--- config.mk ---
export PLATFORM = sky130hd
export DESIGN_NAME = seven_seg_scanner
export DESIGN_NICKNAME = d
export VERILOG_FILES = /design/src/rtl/seg_pkg.sv /design/src/rtl/hex_to_seg.sv /design/src/rtl/seven_seg_scanner.sv
export SDC_FILE = /design/constraint.sdc
export NUM_CORES = 1
export LEC_CHECK = 0
export ABC_CLOCK_PERIOD_IN_PS = 5040
export CAP_MARGIN = 25
export CORE_MARGIN = 2
export CORE_UTILIZATION = 50
export DETAILED_ROUTE_END_ITERATION = 10
export PLACE_DENSITY = 0.79
export RECOVER_POWER = 100
export SETUP_SLACK_MARGIN = 0.1
export SYNTH_ARGS = -nofsm -noshare
export SYNTH_HDL_FRONTEND = slang
export SYNTH_HIERARCHICAL = 1
export SYNTH_SLANG_ARGS = --single-unit
--- constraint.sdc ---
create_clock -name clock -period 5.04 [get_ports clock]
set_input_delay 1.26 -clock clock [delete_from_list [all_inputs] [get_ports clock]]
set_output_delay 1.26 -clock clock [all_outputs]
set_load 0.1 [all_outputs]
--- src/rtl/seg_pkg.sv ---
// Shared constants for the seven-segment scanner: digit count, the blank
// segment pattern and the active-low hex glyph table.
package seg_pkg;

   localparam int         DIGITS    = 4;
   localparam logic [6:0] SEG_BLANK = 7'h7F;

   typedef logic [1:0] digit_idx_t;

   // Active-low {g,f,e,d,c,b,a}; the entry for code 0 sits in the low bits.
   localparam logic [15:0][6:0] HEX_SEG = {
      7'h0E, 7'h06, 7'h21, 7'h46, 7'h03, 7'h08, 7'h10, 7'h00,
      7'h78, 7'h02, 7'h12, 7'h19, 7'h30, 7'h24, 7'h79, 7'h40
   };

   function automatic logic [6:0] hex_seg(input logic [3:0] nibble);
      return HEX_SEG[nibble];
   endfunction

endpackage

--- src/rtl/hex_to_seg.sv ---
// Combinational hex nibble to active-low seven-segment decoder.
module hex_to_seg
   import seg_pkg::*;
(
   input  logic [3:0] nibble_i,
   output logic [6:0] seg_o
);

   assign seg_o = hex_seg(nibble_i);

endmodule

--- src/rtl/seven_seg_scanner.sv ---
// Four-digit common-anode display scanner: one digit per rising edge of
// div_clock, double-buffered display data committed at the frame boundary.
module seven_seg_scanner #(
   parameter int DIGITS        = 4,
   parameter int BLANK_LEADING = 1
) (
   input  logic        clock,
   input  logic        reset,
   input  logic        div_clock,
   input  logic [15:0] value,
   input  logic [3:0]  dp,
   input  logic        load,
   output logic        busy,
   output logic [3:0]  anode,
   output logic [6:0]  seg,
   output logic        dp_n,
   output logic        frame_done
);
   import seg_pkg::*;

   logic        s1_q, s2_q, s3_q;
   logic        scan_tick;
   digit_idx_t  digit_idx_q;
   logic [15:0] disp_value_q, pend_value_q;
   logic [3:0]  disp_dp_q, pend_dp_q;
   logic        busy_q;
   logic [3:0]  anode_q;
   logic [6:0]  seg_q;
   logic        dp_n_q;
   logic        frame_done_q;

   logic [3:0]  nibble_d;
   logic [6:0]  seg_dec;
   logic [3:0]  digit_sel;
   logic [3:0]  lead_zero;
   logic        blank_d;
   logic        last_digit;
   logic        commit;

   // div_clock is only ever sampled; its rising edge becomes a one-cycle tick.
   assign scan_tick = s2_q & ~s3_q;

   assign nibble_d = disp_value_q[{digit_idx_q, 2'b00} +: 4];

   hex_to_seg u_dec (
      .nibble_i (nibble_d),
      .seg_o    (seg_dec)
   );

   // lead_zero[k]: digits 3..k are all zero with their decimal points off.
   genvar gi;
   generate
      for (gi = 0; gi < DIGITS; gi++) begin : g_digit
         assign digit_sel[gi] = (digit_idx_q == 2'(gi));
         assign lead_zero[gi] = (disp_value_q[15:4*gi] == '0) && (disp_dp_q[3:gi] == '0);
      end
   endgenerate

   assign blank_d    = (BLANK_LEADING != 0) && (digit_idx_q != 2'd0) && lead_zero[digit_idx_q];
   assign last_digit = (digit_idx_q == 2'(DIGITS - 1));
   assign commit     = scan_tick && last_digit && busy_q;

   always_ff @(posedge clock or posedge reset) begin
      if (reset) begin
         s1_q         <= 1'b0;
         s2_q         <= 1'b0;
         s3_q         <= 1'b0;
         digit_idx_q  <= 2'd0;
         disp_value_q <= '0;
         disp_dp_q    <= '0;
         pend_value_q <= '0;
         pend_dp_q    <= '0;
         busy_q       <= 1'b0;
         anode_q      <= 4'hF;
         seg_q        <= SEG_BLANK;
         dp_n_q       <= 1'b1;
         frame_done_q <= 1'b0;
      end else begin
         s1_q         <= div_clock;
         s2_q         <= s1_q;
         s3_q         <= s2_q;
         frame_done_q <= scan_tick && last_digit;

         if (scan_tick) begin
            anode_q     <= blank_d ? 4'hF : ~digit_sel;
            seg_q       <= blank_d ? SEG_BLANK : seg_dec;
            dp_n_q      <= blank_d | ~disp_dp_q[digit_idx_q];
            digit_idx_q <= digit_idx_q + 2'd1;
         end

         // A load coinciding with the commit still sees the old pending value
         // here, and keeps busy set for the value it just wrote.
         if (commit) begin
            disp_value_q <= pend_value_q;
            disp_dp_q    <= pend_dp_q;
         end
         if (load) begin
            pend_value_q <= value;
            pend_dp_q    <= dp;
         end
         busy_q <= load | (busy_q & ~commit);
      end
   end

   assign busy       = busy_q;
   assign anode      = anode_q;
   assign seg        = seg_q;
   assign dp_n       = dp_n_q;
   assign frame_done = frame_done_q;

endmodule
; ---- Word-level counts from Yosys, hierarchy flattened
; Memories as Yosys holds them, arrays and structs flattened.
; Cells that the tools add are included.
[word_totals]
in_bits = 24
output_inout_bits = 14
wordCells = 53
mem_count = 1
rom_bits = 112
register_bits = 59
[mem_list]
columns = memory, words, word_bits, read_ports, rd_clocked_by_memory_dff, wr, line_no
row1 = (name not given), 16, 7, 1, 0, 0, seg_pkg.sv:17  ; return HEX_SEG[nibble];
[op_classes]
magnitude_cmp = 2
reduce_logical = 16
n_mux = 7
shifts = 1
addsub = 1
n_eq_ne = 3
bitwise = 9
[ops]
columns = cell, count
row1 = logical NOT 16 bit, 1
row2 = variable part select 16 x 5 -> 4 bit, 1
row3 = two-way mux 7 bit, 2
row4 = logical NOT 12 bit, 1
row5 = logical NOT 4 bit, 2
row6 = logical NOT 8 bit, 1
row7 = logical AND 1 bit, 7
row8 = "less-than comparator 4 x 5 -> 1 bit, second input constant", 1
row9 = binary-select mux 1 bit (select 2 bit), 2
row10 = "equality test 2 bit, second input constant", 2
row11 = logical NOT 2 bit, 2
row12 = two-way mux 4 bit, 1
row13 = inverter 1 bit, 4
row14 = inverter 4 bit, 1
row15 = logical NOT 3 bit, 1
row16 = "less-than comparator 2 x 3 -> 1 bit, second input constant", 1
row17 = "adder 2 x 1 -> 2 bit, second input constant", 1
row18 = bitwise AND 1 bit, 2
row19 = "equality test 2 x 1 -> 1 bit, second input constant", 1
row20 = two-way mux 1 bit, 2
row21 = OR 1 bit, 2
row22 = nonzero test 2 bit, 1

; ---- Longest topological paths before layout
; Gate-level depths: netlist of run 1.
[depth]
depth_word = 7
mapped_depth = 9
depth_no_buf = 8

; ---- By module
; The synthesis of run 1 kept the hierarchy.
[by_module_without_submodules]
columns = mod, area_each_um2, n_inst, seq_area_each_um2, cells_per_inst
row1 = seven_seg_scanner, 2469.9, 1, 1491.4, 164
row2 = hex_to_seg, 275.3, 1, 0.0, 32

; ---- Worst setup path before layout of run 1
; No wires, ideal clock.
[synth_timing]
path_kind = flip-flop to flip-flop
startpoint = reg digit_idx_q[0]
endpoint = reg seg_q[0], in the netlist seg[0]
setup_slack_ns = 2.508
path_stages_with_launch = 10
t_required_ns = 4.966
n_path_buf = 1
synth_period_minus_slack_ns = 2.532
t_arrival_ns = 2.459
setup_ns = 0.074
cell_sequence = dfrtp_1 -> clkbuf_1 -> mux4_1 -> inv_1 -> ha_1 -> and2b_2 -> or3b_1 -> o21ai_0 -> mux2i_1 -> o21ai_1
[synth_between]
elab_chain_cells = 4
elab_cells_between_ends = 8
classes_between = shift: 1 / mux: 4 / reduce/logical: 2 / memory: 1
[synth_lines]
columns = element, line_no
row1 = "start, declared", seven_seg_scanner.sv:23  ; digit_idx_t digit_idx_q;
row2 = "start signal, assigned", seven_seg_scanner.sv:88  ; digit_idx_q <= digit_idx_q + 2'd1;
row3 = variable part select 16 x 5 -> 4 bit, seven_seg_scanner.sv:43  ; assign nibble_d = disp_value_q[{digit_idx_q, 2'b00} +: 4];
row4 = named net nibble_d[1], seven_seg_scanner.sv:32  ; logic [3:0] nibble_d;
row5 = memory read (16 x 7 bit), --
row6 = two-way mux 7 bit (not written as such), seg_pkg.sv:17
row7 = named net seg_dec[0], seven_seg_scanner.sv:33  ; logic [6:0] seg_dec;
row8 = two-way mux 7 bit, seven_seg_scanner.sv:86  ; seg_q <= blank_d ? SEG_BLANK : seg_dec;
row9 = "end signal, assigned", seven_seg_scanner.sv:86
row10 = "end, declared", seven_seg_scanner.sv:28  ; logic [6:0] seg_q;
; The timed path passes the listed nets, and every way through them passes these cells. The select of a mux whose other input is x is not followed.
; A chain may end at the register's enable or synchronous reset.

==> results of run 1 <==
## cell usage in the layout (no fill, tap or decap), types with 2 or more instances in the layout
cell type and count:
dfrtp_1 47, mux2_2 41, clkdlybuf4s50_1 20, dlygate4sd3_1 17
o21ai_0 15, dfstp_2 12, mux2i_1 11, ha_1 11
clkbuf_8 10, nor2_1 9, inv_1 7, nand2_1 5
mux4_2 4, a21oi_1 4, clkbuf_1 4, nand3_1 2
or4_1 2, mux4_1 2, a22o_1 2
## through the flow
step | util | total power, mW | setup slack [ns] | instances
finish | 0.636 | 2.22 | 1.51 | 309
global route | 0.636 | 2.37 | 1.01 | 309
CTS | 0.638 | 2.26 | 1.78 | 309
detailed placement | 0.609 | 1.90 | 2.12 | 296
global placement | 0.609 | 1.87 | 2.15 | 296
floorplan | - | 1.69 | 2.34 | 196
## power groups by stage
stage / sequential (mW) / combinational, mW / clock (mW)
after floorplan: 1.06 / 0.629 / 0
after global placement: 0.775 / 1.09 / 0
after detailed placement: 0.786 / 1.12 / 0
after CTS: 0.778 / 1.13 / 0.355
after global routing: 0.800 / 1.19 / 0.379
final: 0.774 / 1.11 / 0.344
## kinds of logic (layout without fill, tap and decap cells)
family	count (synthesis)	in the layout	synth area share
buffers and inverters	16	59	0.0264
xor gates and xnor gates	1	1	0.00319
muxes	58	58	0.260
adders and majority gates	11	11	0.0501
and+or+nand+nor	25	25	0.0520
DFF	59	59	0.543
AOI/OAI and AO/OA	26	26	0.0647
## registers in the layout, indices dropped and copies added (netlist names)
name / flops
digit_idx_q: 2
s2_q: 1
seg: 7
busy: 1
pend_dp_q: 4
anode: 4
frame_done: 1
s1_q: 1
s3_q: 1
pend_value_q: 16
disp_value_q: 16
dp_n: 1
disp_dp_q: 4
## layout make-up
| class | count | area [um^2] | area share |
|---|---|---|---|
| Inverter | 7 | 26.3 | 0.00793 |
| Sequential cell | 59 | 1490 | 0.450 |
| Clock buffer | 13 | 149 | 0.0450 |
| Multi-Input combinational cell | 121 | 1180 | 0.355 |
| Timing Repair Buffer | 39 | 382 | 0.115 |
| Tap cell | 70 | 87.6 | 0.0264 |
## metal layers
layer,track usage,part of all wire
met1,0.236,0.45
met2,0.280,0.49
met3,0.0460,0.032
met4,0.116,0.034
met5,0,0
## worst max path at each step
| stage | to | slack, ns | depth (start not counted) |
|---|---|---|---|
| floorplan | busy$_DFF_PP0_ | 2.34 | 1 |
| global placement | pend_value_q[13]$_DFFE_PP0P_ | 2.15 | 2 |
| detailed placement | pend_value_q[2]$_DFFE_PP0P_ | 2.12 | 2 |
| CTS | seg[6] | 1.78 | 1 |
| global route | disp_value_q[4]$_DFFE_PP0P_ | 1.01 | 3 |
| finish | disp_value_q[7]$_DFFE_PP0P_ | 1.51 | 3 |
## critical path, delay by kind of cell
family   cells  cell delay [ns]
buf+inv      3             2.48
==> results by group, run 1 <==
Routing
  – WL/cell: ~16 um
  – Via count: about 1600
  – Final wirelength: about 4.8 mm
  – Drt drc: 0
  – DR pass1 iterations: 4
  – Via density: 5.33
  – Initial drt markers: 52
  – Post-DRT Antenna Nets: 0

Hold path
  – Hold wc startpoint: s1_q$_DFF_PP0_
  – Hold path depth: 0
  – Hold Path Class: reg2reg
  – Hold EP: s2_q$_DFF_PP0_

Logic synthesis
  – Area contributors post-synth: dfrtp_1 (43%), mux2_2 (17%), dfstp_2 (11%)
  – Synthesized area per cell: roughly 14 um^2
  – Synth cell types: 33
  – Cell count after synthesis: just under 200
  – Top cell type by total area after synthesis: dfrtp_1
  – Synth top area share: 0.428
  – Synth Register Bits: 59
  – Syn nets: 231
  – Number of synthesized flops with an enable pin: 0
  – Syn. warnings: 6
  – Post-synth top flop: dfrtp_1
  – Most frequent cells after synthesis: dfrtp_1 (47), mux2_2 (41), o21ai_0 (14)
  – FFs w/ async S/R, synth: 1.00
  – Most common cell in the synthesized netlist: dfrtp_1
  – Register area share after synthesis: 0.543
  – Synthesized cell area: 0.00275 mm^2

STA
  – Final slew viol count: 0
  – Worst Max-Slew Pin Slew: ~1.3 ns
  – Period minus WS final: 3.53 ns
  – Setup TNS: 0 ns
  – Fmax: around 280 MHz
  – Hold_ws: ~0.35 ns
  – RSZ-0062 raised after global routing: no
  – Setup violations, final: 0
  – Period utilisation layout: 0.701
  – Rel. slew slack: 0.120
  – Post-route clock skew: between 0.006 and 0.007 ns
  – Final Hold Vio Count: 0

Die
  – Ports: 38
  – Initial core utilization: 0.527
  – Die ar.: between 0.006 and 0.007 mm^2
  – Core Rows: 26
  – DIE WIDTH: 78.1 um
  – DIE HEIGHT: 78.1 um
  – Core ar.: around 0.0052 mm^2

Critical path
  – Worst reg2reg startpoint: digit_idx_q[0]$_DFFE_PP0P_
  – Critical-path cell list: dlygate4sd3_1 > inv_1 > clkbuf_1
  – Critical path class: in2async
  – Crit-path max FO: 35
  – CP endpoint kind: asynchronous set/reset pin
  – RR Endpoint: seg[0]$_DFFE_PP1P_
  – Crit path DAT: approximately 3.8 ns
  – Worst Setup SP: reset
  – Worst Path Required: approximately 5.3 ns
  – R2R cell count: 8
  – Reg-to-reg setup timing slack: about 2.4 ns
  – Crit path max-delay cell type: clkbuf_1
  – Kind of start point of the critical path: input pin
  – Max stage delay on crit path: between 1 and 1.5 ns

Placed design
  – HPWL after DPL: between 3 and 4 mm
  – DP Area: about 0.0032 mm^2
  – Placer Congestion: about 0.85
  – PortBufs: 37

CTS
  – Cts hold-fix bufs: 0
  – Clk sinks: approximately 60
  – TritonCTS Buffers: 9
  – Clk slew on worst S/H paths: ~0.060 ns
  – Worst-Skew Late Latency: 0.33 ns
  – Root Driver: clkbuf_8
  – CTS Buffer Depth: 2
  – Resized cells post-CTS: 0
  – Post-CTS setup buffer count: 0
  – CTS H-tree lvls: 3
  – TritonCTS clock tree: built

GRT
  – Vias in the first global route: between 1500 and 2000
  – GR Util All Layers: 0.184
  – Antenna violations before repair: 0
  – First-pass GRT wire length: about 8.4 mm
  – Congestion Overflow GR: 0
  – Largest net degree at the start of global routing: 36

Power
  – Sequential power share: 0.348
  – Peak supply drop: about 370 uV
  – Clk pwr share: 0.155
  – Internal: between 1 and 1.5 mW
  – Comb power frac: 0.497
  – Sw Share: 0.431
  – P_leak: 1.42 nW
  – Switch Pwr: ~0.96 mW
  – Pwr Density: roughly 670 mW/mm^2

Finish
  – Layout cells sized above 1: 0.301
  – Antenna Cells: 0
  – Synth-to-layout area growth: 20.6%
  – Filler instances: around 410
  – Fin nets: ~270
  – Post-route cell area: roughly 0.0033 mm^2

Flow run
  – Max-capacitance violation count: 0

Status
  – Status: completed
Power figures use the tool's default switching activity.
==> run 2, diff against run 1 <==
--- a/config.mk
+++ b/config.mk
@@ -5,12 +5,12 @@
 export SDC_FILE = /design/constraint.sdc
 export NUM_CORES = 1
 export LEC_CHECK = 0
-export ABC_CLOCK_PERIOD_IN_PS = 5040
+export ABC_CLOCK_PERIOD_IN_PS = 3200
 export CAP_MARGIN = 25
 export CORE_MARGIN = 2
-export CORE_UTILIZATION = 50
+export CORE_UTILIZATION = 49
 export DETAILED_ROUTE_END_ITERATION = 10
-export PLACE_DENSITY = 0.79
+export PLACE_DENSITY = 0.8
 export RECOVER_POWER = 100
 export SETUP_SLACK_MARGIN = 0.1
 export SYNTH_ARGS = -nofsm -noshare
==> constraint.sdc (replaced) <==
create_clock -name clock -period 3.2 [get_ports clock]
set_input_delay 0.8 -clock clock [delete_from_list [all_inputs] [get_ports clock]]
set_output_delay 0.8 -clock clock [all_outputs]
set_load 0.1 [all_outputs]
==> run 2 against run 1 <==
Critical path depth rose by 5. Worst hold slack worse by 0.0036 ns. Design area is 1.1% lower. First-iteration DRC count grew 54%. Via count grew 1.1%. Clock-buffer cell count stayed put. Register-to-register slack got worse by 1.8 ns. Sequential cell count is the same. Core utilization decreased by 3.8 points. Clock power grew 89%. Largest cell class unchanged. Highest routed layer unchanged.
==> results by group, run 2 (same netlist as run 1, synthesis figures left out) <==
Status
  – Status: completed

Finish
  – Leading cell types in the layout, fill and taps excluded: dfrtp_1 (47), mux2_2 (41), clkdlybuf4s50_1 (20)
  – Synth-to-layout area growth: 19.3%
  – Post-route cell area: about 0.0033 mm^2
  – Layout cells sized above 1: 0.317
  – Layout Cells excl Fill: ~320
  – Post-layout util: 0.599
  – Storage cell area: 0.00149 mm^2
  – Filler instances: approximately 460
  – Commonest non-fill, non-tap cell in the layout: dfrtp_1
  – Fin nets: about 270
  – Antenna Cells: 0
  – Area of the multi-input gates: between 0.001 and 0.0015 mm^2

STA
  – Worst setup margin: around 0.65 ns
  – Final slew viol count: 0
  – RSZ-0062 raised after global routing: no
  – Period utilisation layout: 0.798
  – Setup violations, final: 0
  – Fmax: 392 MHz
  – Post-route clock skew: 0.00788 ns
  – Final Hold Vio Count: 0
  – Worst Max-Slew Pin Slew: roughly 1.4 ns
  – Setup TNS: 0 ns
  – Hold_ws: around 0.35 ns
  – Period minus WS final: between 2 and 3 ns
  – Rel. slew slack: 0.0573

Power
  – Pwr Density: 1090 mW/mm^2
  – P_leak: roughly 1.4 nW
  – Peak supply drop: about 530 uV
  – Tot Pwr: 3.57 mW

Die
  – DIE WIDTH: slightly below 80 um
  – Ports: 38
  – DIE HEIGHT: 78.9 um
  – Core Rows: 27
  – Die ar.: between 0.006 and 0.007 mm^2
  – Initial core utilization: 0.502
  – Core ar.: ~0.0055 mm^2

Placed design
  – Placer Congestion: between 0.7 and 0.8
  – DP Worst Slack: between 0.6 and 0.7 ns
  – Inst Count DP: about 300
  – HPWL after DPL: about 3.4 mm
  – PortBufs: 37
  – DP Area: about 0.0031 mm^2

Routing
  – Post-DRT Antenna Nets: 0
  – Initial drt markers: 80
  – Final wirelength: just under 5 mm
  – DR pass1 iterations: 4
  – WL/cell: approximately 15 um
  – Drt drc: 0
  – Via count: 1666
  – Via density: 5.29

CTS
  – Worst-Skew Late Latency: 0.33 ns
  – TritonCTS Buffers: 9
  – Cts hold-fix bufs: 0
  – CTS Buffer Depth: 2
  – Root Driver: clkbuf_8
  – Post-CTS setup buffer count: 0
  – CTS H-tree lvls: 3
  – Clk sinks: between 50 and 60
  – Resized cells post-CTS: 0
  – Clk slew on worst S/H paths: ~0.070 ns
  – TritonCTS clock tree: built

GRT
  – Largest net degree at the start of global routing: 60
  – Vias in the first global route: around 1700
  – First-pass GRT wire length: 8.25 mm
  – GR Util All Layers: 0.177
  – Congestion Overflow GR: 0
  – Antenna violations before repair: 0

Critical path
  – Critical path class: reg2reg
  – Kind of start point of the critical path: flop
  – CP endpoint kind: flop
  – Crit path DAT: between 2 and 3 ns
  – Worst Path Required: ~3.5 ns
  – Crit-path max FO: 8

Flow run
  – Max-capacitance violation count: 0

Hold path
  – Hold Path Class: reg2reg
-- run 2: cell types whose count changed in the layout (fill, tap and decap cells not counted) --
cell	before	now
dlygate4sd3_1	17	3
clkbuf_1	4	17
clkinv_2	0	2
buf_4	1	2
bufinv_16	0	1
clkbuf_2	0	1
clkinv_1	0	1
inv_1	7	6
-- run 2: critical path: stages (launching register included) --
cell and delay (ns):
dfrtp_1 0.57, mux4_1 0.70, inv_1 0.18, ha_1 0.21
and2b_2 0.23, or3b_1 0.36, o21ai_0 0.08, mux2i_1 0.08
o21ai_0 0.07
-- run 2: final timing paths --
check	depth (start not counted)	start	to	slack [ns]
worst min register to register	0	s1_q$_DFF_PP0_	s2_q$_DFF_PP0_	0.35
min in group asynchronous	3	reset	digit_idx_q[1]$_DFFE_PP0P_	1.39
worst min-delay path	0	s1_q$_DFF_PP0_	s2_q$_DFF_PP0_	0.35
max in group asynchronous	3	reset	pend_value_q[0]$_DFFE_PP0P_	0.96
worst max register to register	8	digit_idx_q[0]$_DFFE_PP0P_	seg[0]$_DFFE_PP1P_	0.65
worst max-delay path	8	digit_idx_q[0]$_DFFE_PP0P_	seg[0]$_DFFE_PP1P_	0.65
-- run 2: final cells by class --
class	instances	area share
tap	72	0.0275
clock inverter	3	0.0122
multi-input combinational	121	0.359
inverter	7	0.00802
clock buffer	13	0.0455
timing repair buffer	40	0.0924
sequential	59	0.455
-- run 2: report_power, final --
group / switching (mW) / internal [mW] / total (mW)
combinational: 1.06 / 0.624 / 1.69
clock: 0.271 / 0.379 / 0.650
sequential: 0.203 / 1.03 / 1.23
total: 1.54 / 2.03 / 3.57
-- run 2: per-layer routing --
| layer | GRT usage | part of all wire |
|---|---|---|
| met1 | 0.227 | 0.46 |
| met2 | 0.275 | 0.49 |
| met3 | 0.0739 | 0.043 |
| met4 | 0.0517 | 0.0086 |
| met5 | 0 | 0 |
==> run 3, diff against run 2 <==
--- a/config.mk
+++ b/config.mk
@@ -5,7 +5,7 @@
 export SDC_FILE = /design/constraint.sdc
 export NUM_CORES = 1
 export LEC_CHECK = 0
-export ABC_CLOCK_PERIOD_IN_PS = 3200
+export ABC_CLOCK_PERIOD_IN_PS = 2300
 export CAP_MARGIN = 25
 export CORE_MARGIN = 2
 export CORE_UTILIZATION = 49
==> constraint.sdc (replaced) <==
create_clock -name clock -period 2.3 [get_ports clock]
set_input_delay 0.575 -clock clock [delete_from_list [all_inputs] [get_ports clock]]
set_output_delay 0.575 -clock clock [all_outputs]
set_load 0.1 [all_outputs]
==> run 3 against run 2 <==
Design area rose by 3.7%. Fmax rose by 19%. Sequential power rose by 37%. Clock skew fell by 0.0021 ns. Critical path depth did not move. Non-clock buffer count rose by 13. Power rose by 46%. Setup slack got worse by 0.49 ns. Core utilization rose by 2.2 points. Worst hold slack got worse by 0.0016 ns. Register-to-register slack got worse by 0.49 ns.
==> results by group, run 3 (same netlist as run 1, synthesis figures left out) <==
Die
  – Die ar.: slightly above 0.006 mm^2
  – DIE HEIGHT: 78.9 um
  – Ports: 38
  – Core Rows: 27
  – Core ar.: approximately 0.0055 mm^2
  – DIE WIDTH: slightly below 80 um
  – Initial core utilization: 0.502

Routing
  – Via density: between 5 and 6
  – Drt drc: 0
  – Post-DRT Antenna Nets: 0
  – WL/cell: 15.5 um
  – DR pass1 iterations: 4
  – Initial drt markers: 86
  – Final wirelength: between 5 and 6 mm
  – Via count: roughly 1700

Placed design
  – PortBufs: 37
  – HPWL after DPL: 3.68 mm
  – Placer Congestion: between 0.8 and 0.9
  – DP Area: between 0.003 and 0.004 mm^2

CTS
  – Cts hold-fix bufs: 0
  – Clk sinks: between 50 and 60
  – Worst-Skew Late Latency: between 0.3 and 0.4 ns
  – Clk slew on worst S/H paths: approximately 0.070 ns
  – Root Driver: clkbuf_8
  – TritonCTS Buffers: 9
  – CTS Buffer Depth: 2
  – TritonCTS clock tree: built
  – CTS H-tree lvls: 3

Finish
  – Synth-to-layout area growth: 23.7%
  – Layout cells sized above 1: 0.422
  – Leading cell types in the layout, fill and taps excluded: dfrtp_1 (47), mux2_2 (41), clkdlybuf4s50_1 (20)
  – Fin nets: around 290
  – Commonest non-fill, non-tap cell in the layout: dfrtp_1
  – Filler instances: around 450
  – Antenna Cells: 0
  – Post-layout util: 0.620
  – Post-route cell area: approximately 0.0034 mm^2

STA
  – Period utilisation layout: 0.929
  – Final Hold Vio Count: 0
  – Final slew viol count: 0
  – Rel. slew slack: 0.230
  – Post-route clock skew: roughly 0.0058 ns
  – RSZ-0062 raised after global routing: no
  – Fmax: between 400 and 500 MHz
  – Setup TNS: 0 ns
  – Period minus WS final: 2.14 ns
  – Worst Max-Slew Pin Slew: about 1.2 ns
  – Setup violations, final: 0

Critical path
  – Crit path DAT: approximately 2.4 ns
  – Critical path class: reg2reg
  – Crit-path max FO: 5
  – CP endpoint kind: flop
  – Worst Path Required: 2.56 ns
  – Kind of start point of the critical path: flop

Power
  – Pwr Density: 1530 mW/mm^2
  – Tot Pwr: ~5.2 mW
  – Peak supply drop: approximately 920 uV
  – P_leak: between 1 and 1.5 nW

GRT
  – Largest net degree at the start of global routing: 31
  – GR Util All Layers: 0.181
  – First-pass GRT wire length: between 8 and 9 mm
  – Antenna violations before repair: 0
  – Vias in the first global route: between 1500 and 2000
  – Congestion Overflow GR: 0

Hold path
  – Hold Path Class: reg2reg

Status
  – Status: completed

Flow run
  – Max-capacitance violation count: 0
==> run 3: cell count changes in the layout (fill, tap and decap cells not counted), sizes merged <==
| cell | change |
|---|---|
| clkinvlp | +2 |
| clkbuf | +3 |
| clkinv | -1 |
| bufinv | -1 |
| buf | +9 |
| inv | +1 |
==> run 3: timing repair <==
item	4_1_cts	5_1_grt
buffers inserted	3	4
endpoints found under the setup margin	2	2
gates cloned	0	0
pin swaps	0	1
resized for setup	0	5
==> run 3: path summary, 6_finish.rpt <==
kind                            cells after the start                        from  slack [ns]                          end
worst max-delay path                                8  digit_idx_q[0]$_DFFE_PP0P_        0.16           seg[0]$_DFFE_PP1P_
worst max register to register                      8  digit_idx_q[0]$_DFFE_PP0P_        0.16           seg[0]$_DFFE_PP1P_
min in group asynchronous                           2                       reset        0.99         frame_done$_DFF_PP0_
worst min-delay path                                0              s1_q$_DFF_PP0_        0.35               s2_q$_DFF_PP0_
max in group asynchronous                           3                       reset        0.59  disp_value_q[2]$_DFFE_PP0P_
worst min register to register                      0              s1_q$_DFF_PP0_        0.35               s2_q$_DFF_PP0_
==> run 3: where the power goes <==
group | switching (mW) | total (mW) | leakage [nW] | internal (mW)
clock | 0.399 | 0.844 | 0.0884 | 0.446
sequential | 0.263 | 1.69 | 0.685 | 1.43
combinational | 1.60 | 2.67 | 0.713 | 1.08
total | 2.26 | 5.21 | 1.49 | 2.95
==> run 3: per-stage QoR <==
stage	std cells	hold WS (ns)	setup WS, ns
after floorplan	196	0.331	0.101
after global placement	305	0.336	0.163
after detailed placement	305	0.335	0.0778
after CTS	324	0.349	0.114
after global routing	328	0.358	0.0646
final	328	0.348	0.163
==> run 3: cell type report <==
cell class,count,area [um^2],area share
sequential,59,1490,0.439
multi-input combinational,121,1180,0.349
timing repair buffer,53,420,0.124
clock buffer,12,155,0.0457
tap,72,90.1,0.0265
inverter,7,28.8,0.00847
clock inverter,4,25.0,0.00737
==> run 3: worst max-delay path, stage by stage, from the launching register on <==
cell and delay, ns:
dfrtp_1 0.43, mux4_2 0.59, inv_4 0.11, ha_4 0.13
and2b_2 0.21, or3b_1 0.35, o21ai_0 0.08, mux2i_1 0.09
o21ai_1 0.07
==> run 3: metal layers <==
metal / track usage / up-vias / wire length (um)
li1: - / 821 / -
met1: 0.224 / 858 / 2200
met2: 0.302 / 34 / 2640
met3: 0.0523 / 9 / 183
met4: 0.0707 / 0 / 70
met5: 0 / - / 0
